<file path="config.mk">
export PLATFORM = sky130hd
export DESIGN_NAME = genesis_pad_scanner_flat
export DESIGN_NICKNAME = d
export VERILOG_FILES = /design/src/rtl/pad_pkg.sv /design/src/rtl/genesis_pad_scanner_if.sv /design/src/rtl/pad_sync.sv /design/src/rtl/genesis_pad_scanner.sv /design/src/flat_wrapper.sv
export SDC_FILE = /design/constraint.sdc
export NUM_CORES = 1
export LEC_CHECK = 0
export CORE_MARGIN = 3
export CORE_UTILIZATION = 32
export CTS_CLUSTER_DIAMETER = 40
export DETAILED_ROUTE_END_ITERATION = 8
export SYNTH_ARGS = -nofsm -noshare
export SYNTH_HDL_FRONTEND = slang
export SYNTH_HIERARCHICAL = 1
export SYNTH_SLANG_ARGS = --single-unit
</file>
<file path="constraint.sdc">
create_clock -name clk -period 2.6 [get_ports clk]
set_input_delay 0.52 -clock clk [delete_from_list [all_inputs] [get_ports clk]]
set_output_delay 0.52 -clock clk [all_outputs]
set_load 0.005 [all_outputs]
</file>
<file path="src/rtl/pad_pkg.sv">
// Shared types and constants for the Genesis 6-button pad scanner.
package pad_pkg;

  localparam int BTN_WIDTH = 11;
  localparam int PIN_WIDTH = 6;

  localparam int BTN_UP    = 0;
  localparam int BTN_DOWN  = 1;
  localparam int BTN_LEFT  = 2;
  localparam int BTN_RIGHT = 3;
  localparam int BTN_A     = 4;
  localparam int BTN_START = 5;
  localparam int BTN_Z     = 6;
  localparam int BTN_Y     = 7;
  localparam int BTN_X     = 8;
  localparam int BTN_B     = 9;
  localparam int BTN_C     = 10;

  // Synchronized pin vector layout: {start_c, a_b, right, left_x, down_y, up_z}
  localparam int PIN_UP_Z    = 0;
  localparam int PIN_DOWN_Y  = 1;
  localparam int PIN_LEFT_X  = 2;
  localparam int PIN_RIGHT   = 3;
  localparam int PIN_A_B     = 4;
  localparam int PIN_START_C = 5;

  typedef enum logic [2:0] {
    ST_IDLE,
    ST_SEL0_SETTLE,
    ST_SEL0_SAMPLE,
    ST_SEL1_SETTLE,
    ST_SEL1_SAMPLE,
    ST_COMPARE
  } pad_state_t;

  // With select high the right pin carries nothing useful, so it is dropped.
  function automatic logic [4:0] sel1_bits(input logic [PIN_WIDTH-1:0] pins);
    return {pins[PIN_START_C], pins[PIN_A_B], pins[PIN_LEFT_X],
            pins[PIN_DOWN_Y], pins[PIN_UP_Z]};
  endfunction

endpackage

</file>
<file path="src/rtl/genesis_pad_scanner_if.sv">
// Pad pins and committed button outputs of the Genesis pad scanner.
interface genesis_pad_scanner_if;
  import pad_pkg::*;

  logic                 up_z;
  logic                 down_y;
  logic                 left_x;
  logic                 right;
  logic                 a_b;
  logic                 start_c;
  logic                 select_out;
  logic [BTN_WIDTH-1:0] buttons;
  logic [BTN_WIDTH-1:0] pressed;
  logic                 buttons_update;
  logic                 scan_done;

  modport master (
    output up_z, down_y, left_x, right, a_b, start_c,
    input  select_out, buttons, pressed, buttons_update, scan_done
  );

  modport slave (
    input  up_z, down_y, left_x, right, a_b, start_c,
    output select_out, buttons, pressed, buttons_update, scan_done
  );

endinterface

</file>
<file path="src/rtl/pad_sync.sv">
// Two-flop synchronizer for asynchronous pad pins.
module pad_sync #(
  parameter int WIDTH = 6
) (
  input  logic             clk,
  input  logic             reset,
  input  logic [WIDTH-1:0] d,
  output logic [WIDTH-1:0] q
);

  logic [WIDTH-1:0] sync_p0;
  logic [WIDTH-1:0] sync_p1;

  always_ff @(posedge clk or posedge reset) begin
    if (reset) begin
      sync_p0 <= '0;
      sync_p1 <= '0;
    end else begin
      sync_p0 <= d;
      sync_p1 <= sync_p0;
    end
  end

  assign q = sync_p1;

endmodule

</file>
<file path="src/rtl/genesis_pad_scanner.sv">
// Periodic two-phase scanner for a Genesis 6-button pad; a button state is
// committed only when two consecutive scans agree.
module genesis_pad_scanner
  import pad_pkg::*;
#(
  parameter int SETTLE_CYCLES = 16,
  parameter int SCAN_DIV      = 1000
) (
  input  logic                  clk,
  input  logic                  reset,
  genesis_pad_scanner_if.slave  pad
);

  logic [PIN_WIDTH-1:0] pins_async;
  logic [PIN_WIDTH-1:0] pins_sync;

  pad_state_t state;
  pad_state_t next_state;

  logic [15:0]          period_cnt;
  logic                 tick;
  logic [7:0]           settle_cnt;
  logic                 settle_done;
  logic                 pending;

  logic                 start_scan;
  logic                 settling;
  logic                 cap_sel0;
  logic                 cap_sel1;
  logic                 do_compare;
  logic                 select_next;
  logic                 select_q;

  logic [BTN_WIDTH-1:0] raw;
  logic [BTN_WIDTH-1:0] candidate;
  logic [BTN_WIDTH-1:0] buttons_q;
  logic [BTN_WIDTH-1:0] pressed_q;
  logic                 update_q;
  logic                 done_q;

  assign pins_async = {pad.start_c, pad.a_b, pad.right,
                       pad.left_x, pad.down_y, pad.up_z};

  pad_sync #(.WIDTH(PIN_WIDTH)) u_sync (
    .clk   (clk),
    .reset (reset),
    .d     (pins_async),
    .q     (pins_sync)
  );

  assign tick        = (period_cnt == 16'(SCAN_DIV - 1));
  assign settle_done = (settle_cnt == 8'(SETTLE_CYCLES - 1));

  always_ff @(posedge clk or posedge reset) begin
    if (reset) period_cnt <= '0;
    else if (tick) period_cnt <= '0;
    else period_cnt <= period_cnt + 16'd1;
  end

  always_ff @(posedge clk or posedge reset) begin
    if (reset) state <= ST_IDLE;
    else state <= next_state;
  end

  always_comb begin
    next_state = state;
    case (state)
      ST_IDLE:        if (tick || pending) next_state = ST_SEL0_SETTLE;
      ST_SEL0_SETTLE: if (settle_done) next_state = ST_SEL0_SAMPLE;
      ST_SEL0_SAMPLE: next_state = ST_SEL1_SETTLE;
      ST_SEL1_SETTLE: if (settle_done) next_state = ST_SEL1_SAMPLE;
      ST_SEL1_SAMPLE: next_state = ST_COMPARE;
      ST_COMPARE:     next_state = ST_IDLE;
      default:        next_state = ST_IDLE;
    endcase
  end

  always_comb begin
    start_scan = 1'b0;
    settling   = 1'b0;
    cap_sel0   = 1'b0;
    cap_sel1   = 1'b0;
    do_compare = 1'b0;
    case (state)
      ST_IDLE:        start_scan = tick || pending;
      ST_SEL0_SETTLE: settling   = 1'b1;
      ST_SEL0_SAMPLE: cap_sel0   = 1'b1;
      ST_SEL1_SETTLE: settling   = 1'b1;
      ST_SEL1_SAMPLE: cap_sel1   = 1'b1;
      ST_COMPARE:     do_compare = 1'b1;
      default:        ;
    endcase
    // Registered from next_state so the pad pin never sees decode glitches.
    select_next = !((next_state == ST_SEL0_SETTLE) || (next_state == ST_SEL0_SAMPLE));
  end

  always_ff @(posedge clk or posedge reset) begin
    if (reset) select_q <= 1'b1;
    else select_q <= select_next;
  end

  always_ff @(posedge clk or posedge reset) begin
    if (reset) settle_cnt <= '0;
    else if (settling && !settle_done) settle_cnt <= settle_cnt + 8'd1;
    else settle_cnt <= '0;
  end

  // Ticks seen mid-scan collapse into one pending request.
  always_ff @(posedge clk or posedge reset) begin
    if (reset) pending <= 1'b0;
    else if (start_scan) pending <= 1'b0;
    else if (tick && (state != ST_IDLE)) pending <= 1'b1;
  end

  always_ff @(posedge clk or posedge reset) begin
    if (reset) begin
      raw       <= '0;
      candidate <= '0;
      buttons_q <= '0;
      pressed_q <= '0;
      update_q  <= 1'b0;
      done_q    <= 1'b0;
    end else begin
      pressed_q <= '0;
      update_q  <= 1'b0;
      done_q    <= 1'b0;
      if (cap_sel0) raw[BTN_START:BTN_UP] <= pins_sync;
      if (cap_sel1) raw[BTN_C:BTN_Z] <= sel1_bits(pins_sync);
      if (do_compare) begin
        done_q    <= 1'b1;
        candidate <= raw;
        if (raw == candidate) begin
          buttons_q <= raw;
          pressed_q <= raw & ~buttons_q;
          update_q  <= (raw != buttons_q);
        end
      end
    end
  end

  assign pad.select_out     = select_q;
  assign pad.buttons        = buttons_q;
  assign pad.pressed        = pressed_q;
  assign pad.buttons_update = update_q;
  assign pad.scan_done      = done_q;

endmodule

</file>
<file path="src/flat_wrapper.sv">
// flat-port wrapper written by rule: the top's interface ports become plain ports
module genesis_pad_scanner_flat import pad_pkg::*;
#(
  parameter int SETTLE_CYCLES = 16,
  parameter int SCAN_DIV      = 1000
)
  (clk, reset, pad_up_z, pad_down_y, pad_left_x, pad_right, pad_a_b, pad_start_c, pad_select_out, pad_buttons, pad_pressed, pad_buttons_update, pad_scan_done);
  genesis_pad_scanner_if pad_i ();
  input  logic clk;
  input  logic reset;
  input wire logic [$bits(pad_i.up_z)-1:0] pad_up_z;
  input wire logic [$bits(pad_i.down_y)-1:0] pad_down_y;
  input wire logic [$bits(pad_i.left_x)-1:0] pad_left_x;
  input wire logic [$bits(pad_i.right)-1:0] pad_right;
  input wire logic [$bits(pad_i.a_b)-1:0] pad_a_b;
  input wire logic [$bits(pad_i.start_c)-1:0] pad_start_c;
  output wire logic [$bits(pad_i.select_out)-1:0] pad_select_out;
  output wire logic [$bits(pad_i.buttons)-1:0] pad_buttons;
  output wire logic [$bits(pad_i.pressed)-1:0] pad_pressed;
  output wire logic [$bits(pad_i.buttons_update)-1:0] pad_buttons_update;
  output wire logic [$bits(pad_i.scan_done)-1:0] pad_scan_done;
  assign pad_i.up_z = pad_up_z;
  assign pad_i.down_y = pad_down_y;
  assign pad_i.left_x = pad_left_x;
  assign pad_i.right = pad_right;
  assign pad_i.a_b = pad_a_b;
  assign pad_i.start_c = pad_start_c;
  assign pad_select_out = pad_i.select_out;
  assign pad_buttons = pad_i.buttons;
  assign pad_pressed = pad_i.pressed;
  assign pad_buttons_update = pad_i.buttons_update;
  assign pad_scan_done = pad_i.scan_done;
  genesis_pad_scanner #(.SETTLE_CYCLES(SETTLE_CYCLES), .SCAN_DIV(SCAN_DIV)) u_core (.clk(clk), .reset(reset), .pad(pad_i));
endmodule
</file>
==> results of run 1 <==
-- through the flow --
stage          instance area, µm²  cells
2_1_floorplan                3620    279
3_3_place_gp                 4100    447
3_5_place_dp                 4100    447
4_1_cts                      4400    463
5_1_grt                      4400    463
6_report                     4400    463
-- worst reg2reg max path: stages, from the launching register on --
cell	delay, ns
dfrtp_1	0.51
nand3b_4	0.24
nor4_1	0.29
and3_1	0.18
buf_4	0.25
mux2_2	0.37
-- power by group through the flow --
stage | clock network [µW] | logic (µW) | registers, µW
4_1_cts | 1340 | 43.7 | 1370
3_3_place_gp | 0 | 43.5 | 1390
5_1_grt | 1400 | 48.8 | 1370
3_5_place_dp | 0 | 43.7 | 1390
6_report | 1290 | 40.5 | 1370
2_1_floorplan | 0 | 19.9 | 1390
-- sequential cells by signal, summed over array words and instances (netlist names), 3 cells and up --
register               flops
u_core/pad.pressed        11
u_core/u_sync/q            6
u_core/candidate          11
u_core/raw                11
u_core/pad.buttons        11
u_core/settle_cnt          8
u_core/period_cnt         16
u_core/u_sync/sync_p0      6
u_core/state               3
-- cell usage after synthesis, types with 2 or more instances --
cell type	number	area (µm²)
nor2_1	18	67.6
or3_1	5	31.3
nand2_1	10	37.5
ha_1	13	163
mux2_1	8	90.1
o21ai_0	3	15.0
nor3_1	5	25.0
nand3_1	12	60.1
dfrtp_1	86	2150
nand2b_1	2	12.5
inv_1	18	67.6
buf_2	3	15.0
and3_1	2	12.5
xnor2_1	11	96.3
and2_1	12	75.1
a21oi_1	2	10.0
mux2_2	25	282
buf_6	2	22.5
nand4_1	4	25.0
nor4_1	4	25.0
xor2_1	17	149
-- cell type report --
type | instances | area (µm²)
Timing Repair Buffer | 35 | 355
Clock buffer | 10 | 239
Multi-Input combinational cell | 167 | 1320
Clock inverter | 6 | 66.3
Inverter | 18 | 67.6
Sequential cell | 87 | 2180
Tap cell | 140 | 175
Fill cell | 1044 | 6530
-- routing by layer --
layer	up-vias	global-route usage [%]	wire [µm]
met1	1000	14.8	2970
met4	0	4.81	69
met2	26	15.2	2730
met3	4	2.59	154
met5	-	0	0
li1	1021	-	-
-- cell families after synthesis --
family / share of synthesized area, %
multiplexers: 10.3
AO/OA/AOI/OAI: 2.53
flip-flops: 60.2
XOR/XNOR: 6.78
adder cells (fa/ha/maj): 4.50
AND/OR/NAND/NOR: 12.5
buffers and inverters: 3.22
-- worst max path at each step --
stage                             endpoint  slack (ns)  cells past startpoint
floorplan              u_core/candidate[0]        0.17                      1
global placement     u_core/pad.buttons[9]        0.67                      5
detailed placement   u_core/pad.buttons[9]        0.63                      5
CTS                 u_core/pad.buttons[10]        0.62                      5
global route         u_core/pad.buttons[8]        0.47                      5
finish              u_core/pad.buttons[10]        0.66                      5
==> run_results.csv, run 1 <==
group,metric,value,unit
sta,skew,0.0109,ns
die,die_w,112,µm
logic_synthesis,synth-warning-count,6,
clock_tree,root_buffer,"clkbuf_16",
global_route,gr-total-overflow,0,
clock_tree,htreeDepth,3,
outcome,outcome,"finished, final reports clean",
hold_path,hold_path_end,"u_core/u_sync/q[0]",
critical_path,path_class,"reg -> reg",
power_and_ir_drop,cell_internal_pwr,2150,µW
die,fp.dieArea,0.0126,mm²
critical_path,worstPathRequired,2.82,ns
sta,worstMarginPinSlew,0.604,ns
critical_path,cp_num_buf_inv,1,
die,start_util,33.1,%
drt,viasPerCell,4.43,
logic_synthesis,netlist_area,0.00362,mm²
critical_path,setup.worst_path.start,"u_core/state[2]",
die,top_level_ports,33,
sta,fmax,0.515,GHz
placed_design,place.port_buffers,32,
flow_run,cap_violations,0,
layout,area_growth,21.8,%
logic_synthesis,postSynth.asyncResetShare,100,%
critical_path,r2r_start,"u_core/state[2]",
placed_design,gp_congestion,0.748,
sta,max_slew_margin,59.5,%
power_and_ir_drop,power,2700,µW
logic_synthesis,syn_inst,279,
sta,period_share,74.6,%
critical_path,arrival,2.16,ns
power_and_ir_drop,leakage,0.00212,µW
drt,ant_nets,0,
critical_path,path_delay_family,"simple AND/OR/NAND/NOR gates",
sta,period_minus_slack,1.94,ns
drt,dr.pass1.iters,4,
drt,drc_errors,0,
global_route,grt_max_degree,47,
clock_tree,cts_tree,"yes",
sta,hold_viol,0,
global_route,grt_pass1_vias,2136,
hold_path,hold_path_depth,0,
power_and_ir_drop,irDropWorstVdd,235,µV
power_and_ir_drop,p_per_area,613,mW/mm²
critical_path,path_cells,"nand3b_4 -> nor4_1 -> and3_1 -> buf_4 -> mux2_2",
clock_tree,postCtsHoldBufs,0,
critical_path,cp_slowest_cell,"dfrtp_1",
sta,setup_tns,0,ns
layout,final_cell_mix,"dfrtp_1 (86), clkdlybuf4s50_1 (32), mux2_2 (25), nor2_1 (18)",
sta,hold-worst-slack,0.346,ns
sta,final.setup.worst_slack,0.660,ns
sta,drv_slew,0,
clock_tree,path_clk_slew,0.07,ns
drt,wl,5930,µm
power_and_ir_drop,switchingPower,548,µW
logic_synthesis,yosysSeqAreaShare,60.2,%
logic_synthesis,synth.distinct_cells,38,
logic_synthesis,synth-edff-count,0,
hold_path,min_from,"u_core/u_sync/sync_p0[0]",
layout,layout.cells.most_common,"dfrtp_1",
drt,vias,2051,
placed_design,pre_cts_slack,0.630,ns
sta,rsz0062_at_grt,"no",
power_and_ir_drop,seqPwrFrac,50.6,%
drt,post_drt_wl_per_cell,12.8,µm
clock_tree,cts_setup_buffers,0,
clock_tree,cts_buffer_depth,2,
drt,drt-initial-drc-count,102,
layout,antenna_cells,0,
logic_synthesis,synth_seq_cells,87,
critical_path,rr_endpoint,"u_core/pad.buttons[10]",
critical_path,start_kind,"flip-flop",
critical_path,end_kind,"flip-flop",
clock_tree,numClockSinks,87,
global_route,antenna_found_initial,0,
logic_synthesis,synth_area_per_cell,13.0,µm²
layout,utilization,40.3,%
power_and_ir_drop,clkPwrFrac,47.9,%
critical_path,path_max_fanout,23,
clock_tree,cts-resized-gates,0,
sta,finalSetupViolCount,0,
hold_path,min_path_type,"reg -> reg",
global_route,grt.total_usage,10.5,%
clock_tree,clk_latency,0.34,ns
die,num_rows,38,
logic_synthesis,synth_flop_cell,"dfrtp_1",
critical_path,max_stage_delay,0.51,ns
power_and_ir_drop,comb_power_share,1.5,%
die,die_h,112,µm
clock_tree,cts_made_buffers,9,
layout,drive_gt1_share,15.8,%
layout,final_nets,339,
power_and_ir_drop,swShare,20.3,%
global_route,grt_pass1_wl,10600,µm
placed_design,hpwlAfterDp,4250,µm
die,core_area,0.0109,mm²
critical_path,rrSetupSlack,0.66,ns
logic_synthesis,syn_nets,300,
critical_path,reg2reg_depth,5,
No activity file was read; power rests on OpenSTA's default activity.
==> inputs of run 2 (changes only) <==
Clock period 2.6 ns to 1.6 ns, I/O delays scaled along.
==> run_results.csv, run 2 (same netlist as run 1, synthesis figures left out) <==
group,metric,value,unit
outcome,outcome,"finished with violations",
outcome,failed_checks,"negative setup slack",
critical_path,cp_num_buf_inv,1,
sta,period_share,107,%
critical_path,rr_endpoint,"u_core/pad.buttons[8]",
clock_tree,path_clk_slew,0.06,ns
sta,worstMarginPinSlew,0.423,ns
global_route,grt_pass1_wl,11100,µm
drt,drt-initial-drc-count,61,
layout,fill_cells,1038,
drt,viasPerCell,4.52,
critical_path,path_cells,"xor2_1 -> nor4_1 -> and3_1 -> buf_12 -> mux2_2",
layout,largest-register,"u_core/period_cnt",
drt,dr.pass1.iters,4,
placed_design,hpwlAfterDp,4540,µm
sta,period_minus_slack,1.71,ns
critical_path,r2r_start,"u_core/candidate[10]",
die,core_area,0.0109,mm²
hold_path,hold_path_end,"u_core/u_sync/q[5]",
clock_tree,numClockSinks,87,
placed_design,place.port_buffers,32,
die,top_level_ports,33,
flow_run,cap_violations,0,
critical_path,path_max_fanout,14,
placed_design,gp_congestion,0.748,
hold_path,min_path_type,"reg -> reg",
drt,post_drt_wl_per_cell,12.9,µm
critical_path,path_class,"reg -> reg",
sta,final.setup.worst_slack,-0.114,ns
die,num_rows,38,
global_route,grt.total_usage,11.1,%
drt,vias,2239,
clock_tree,htreeDepth,3,
layout,drive_gt1_share,25.1,%
global_route,gr-total-overflow,0,
sta,finalSetupViolCount,18,
sta,drv_slew,0,
sta,fmax,0.583,GHz
critical_path,worstPathRequired,1.83,ns
sta,max_slew_margin,71.8,%
sta,setup_tns,-1.63,ns
die,start_util,33.1,%
sta,hold_viol,0,
power_and_ir_drop,p_per_area,929,mW/mm²
hold_path,min_from,"u_core/u_sync/sync_p0[5]",
clock_tree,cts_made_buffers,9,
sta,rsz0062_at_grt,"yes",
power_and_ir_drop,leakage,0.00237,µW
critical_path,max_stage_delay,0.39,ns
clock_tree,cts_buffer_depth,2,
power_and_ir_drop,irDropWorstVdd,391,µV
clock_tree,clk_latency,0.34,ns
die,fp.dieArea,0.0126,mm²
clock_tree,cts_tree,"yes",
drt,ant_nets,0,
critical_path,rrSetupSlack,-0.11,ns
layout,final_nets,371,
placed_design,pre_cts_slack,-0.128,ns
critical_path,cp_slowest_cell,"dfrtp_1",
layout,layout.cells.most_common,"dfrtp_1",
die,die_h,112,µm
critical_path,end_kind,"flip-flop",
layout,antenna_cells,0,
layout,final_cell_mix,"dfrtp_1 (85), buf_4 (31), clkdlybuf4s50_1 (26), mux2_2 (25)",
global_route,grt_pass1_vias,2355,
drt,wl,6400,µm
layout,utilization,43.0,%
global_route,antenna_found_initial,0,
sta,skew,0.00642,ns
power_and_ir_drop,power,4370,µW
layout,area_growth,30.1,%
sta,hold-worst-slack,0.349,ns
drt,drc_errors,0,
layout,largest_register_ffs,16,
global_route,grt_max_degree,47,
hold_path,hold_path_depth,0,
critical_path,reg2reg_depth,5,
die,die_w,112,µm
critical_path,path_delay_family,"simple AND/OR/NAND/NOR gates",
clock_tree,root_buffer,"clkbuf_16",
critical_path,arrival,1.94,ns
critical_path,start_kind,"flip-flop",
run 2: cell types whose count changed in the layout (fill, tap and decap cells not counted), sizes merged:
cell	change
buf	+32
clkdlybuf4s50	-6
dlymetal6s2s	+5
clkinvlp	+2
inv	-2
dlygate4sd2	+1
run 2: what timing repair did:
item                       in CTS  in global routing
hold buffers                    0                  0
resized for setup               2                 11
setup endpoints to repair      13                 35
setup buffers                   2                  2
pin swaps                       2                  4
run 2: worst max path at each step:
stage | startpoint | to | slack (ns) | depth (start not counted)
6_report | u_core/candidate[10] | u_core/pad.buttons[8] | -0.11 | 5
5_1_grt | u_core/candidate[10] | u_core/pad.buttons[8] | -0.19 | 5
4_1_cts | u_core/raw[3] | u_core/pad.buttons[8] | -0.12 | 5
3_5_place_dp | u_core/candidate[10] | u_core/pad.buttons[8] | -0.13 | 5
3_3_place_gp | u_core/candidate[10] | u_core/pad.buttons[8] | -0.10 | 5
2_1_floorplan | u_core/raw[10] | u_core/pad.buttons[3] | -0.02 | 6
run 2: cell type report:
class | count | area [µm²] | area share (%)
Clock buffer | 10 | 229 | 4.87
Clock inverter | 6 | 68.8 | 1.46
Inverter | 18 | 71.3 | 1.52
Multi-Input combinational cell | 167 | 1350 | 28.6
Sequential cell | 87 | 2180 | 46.3
Tap cell | 140 | 175 | 3.72
Timing Repair Buffer | 67 | 636 | 13.5
run 2: power by group:
group	switching [µW]	internal [µW]
sequential	6.30	2210
combinational	45.5	25.7
clock	860	1220
run 2: through the flow:
step / cell area, µm² / std cells
finish: 4710 / 495
global placement: 4340 / 475
detailed placement: 4340 / 475
floorplan: 3630 / 279
CTS: 4660 / 493
global route: 4710 / 495
run 2: routing by layer:
metal  share of wire, %  GRT usage (%)  up-vias
met4                1.8           4.81        0
met2                 47           16.9       35
met5                  0              0        -
li1                   -              -     1084
met3                3.8           3.72       11
met1                 47           14.5     1109
run 2: worst register-to-register path, stage by stage, from the launching register on:
cell	delay [ns]
dfrtp_1	0.39
xor2_1	0.16
nor4_1	0.31
and3_1	0.25
buf_12	0.16
mux2_2	0.33
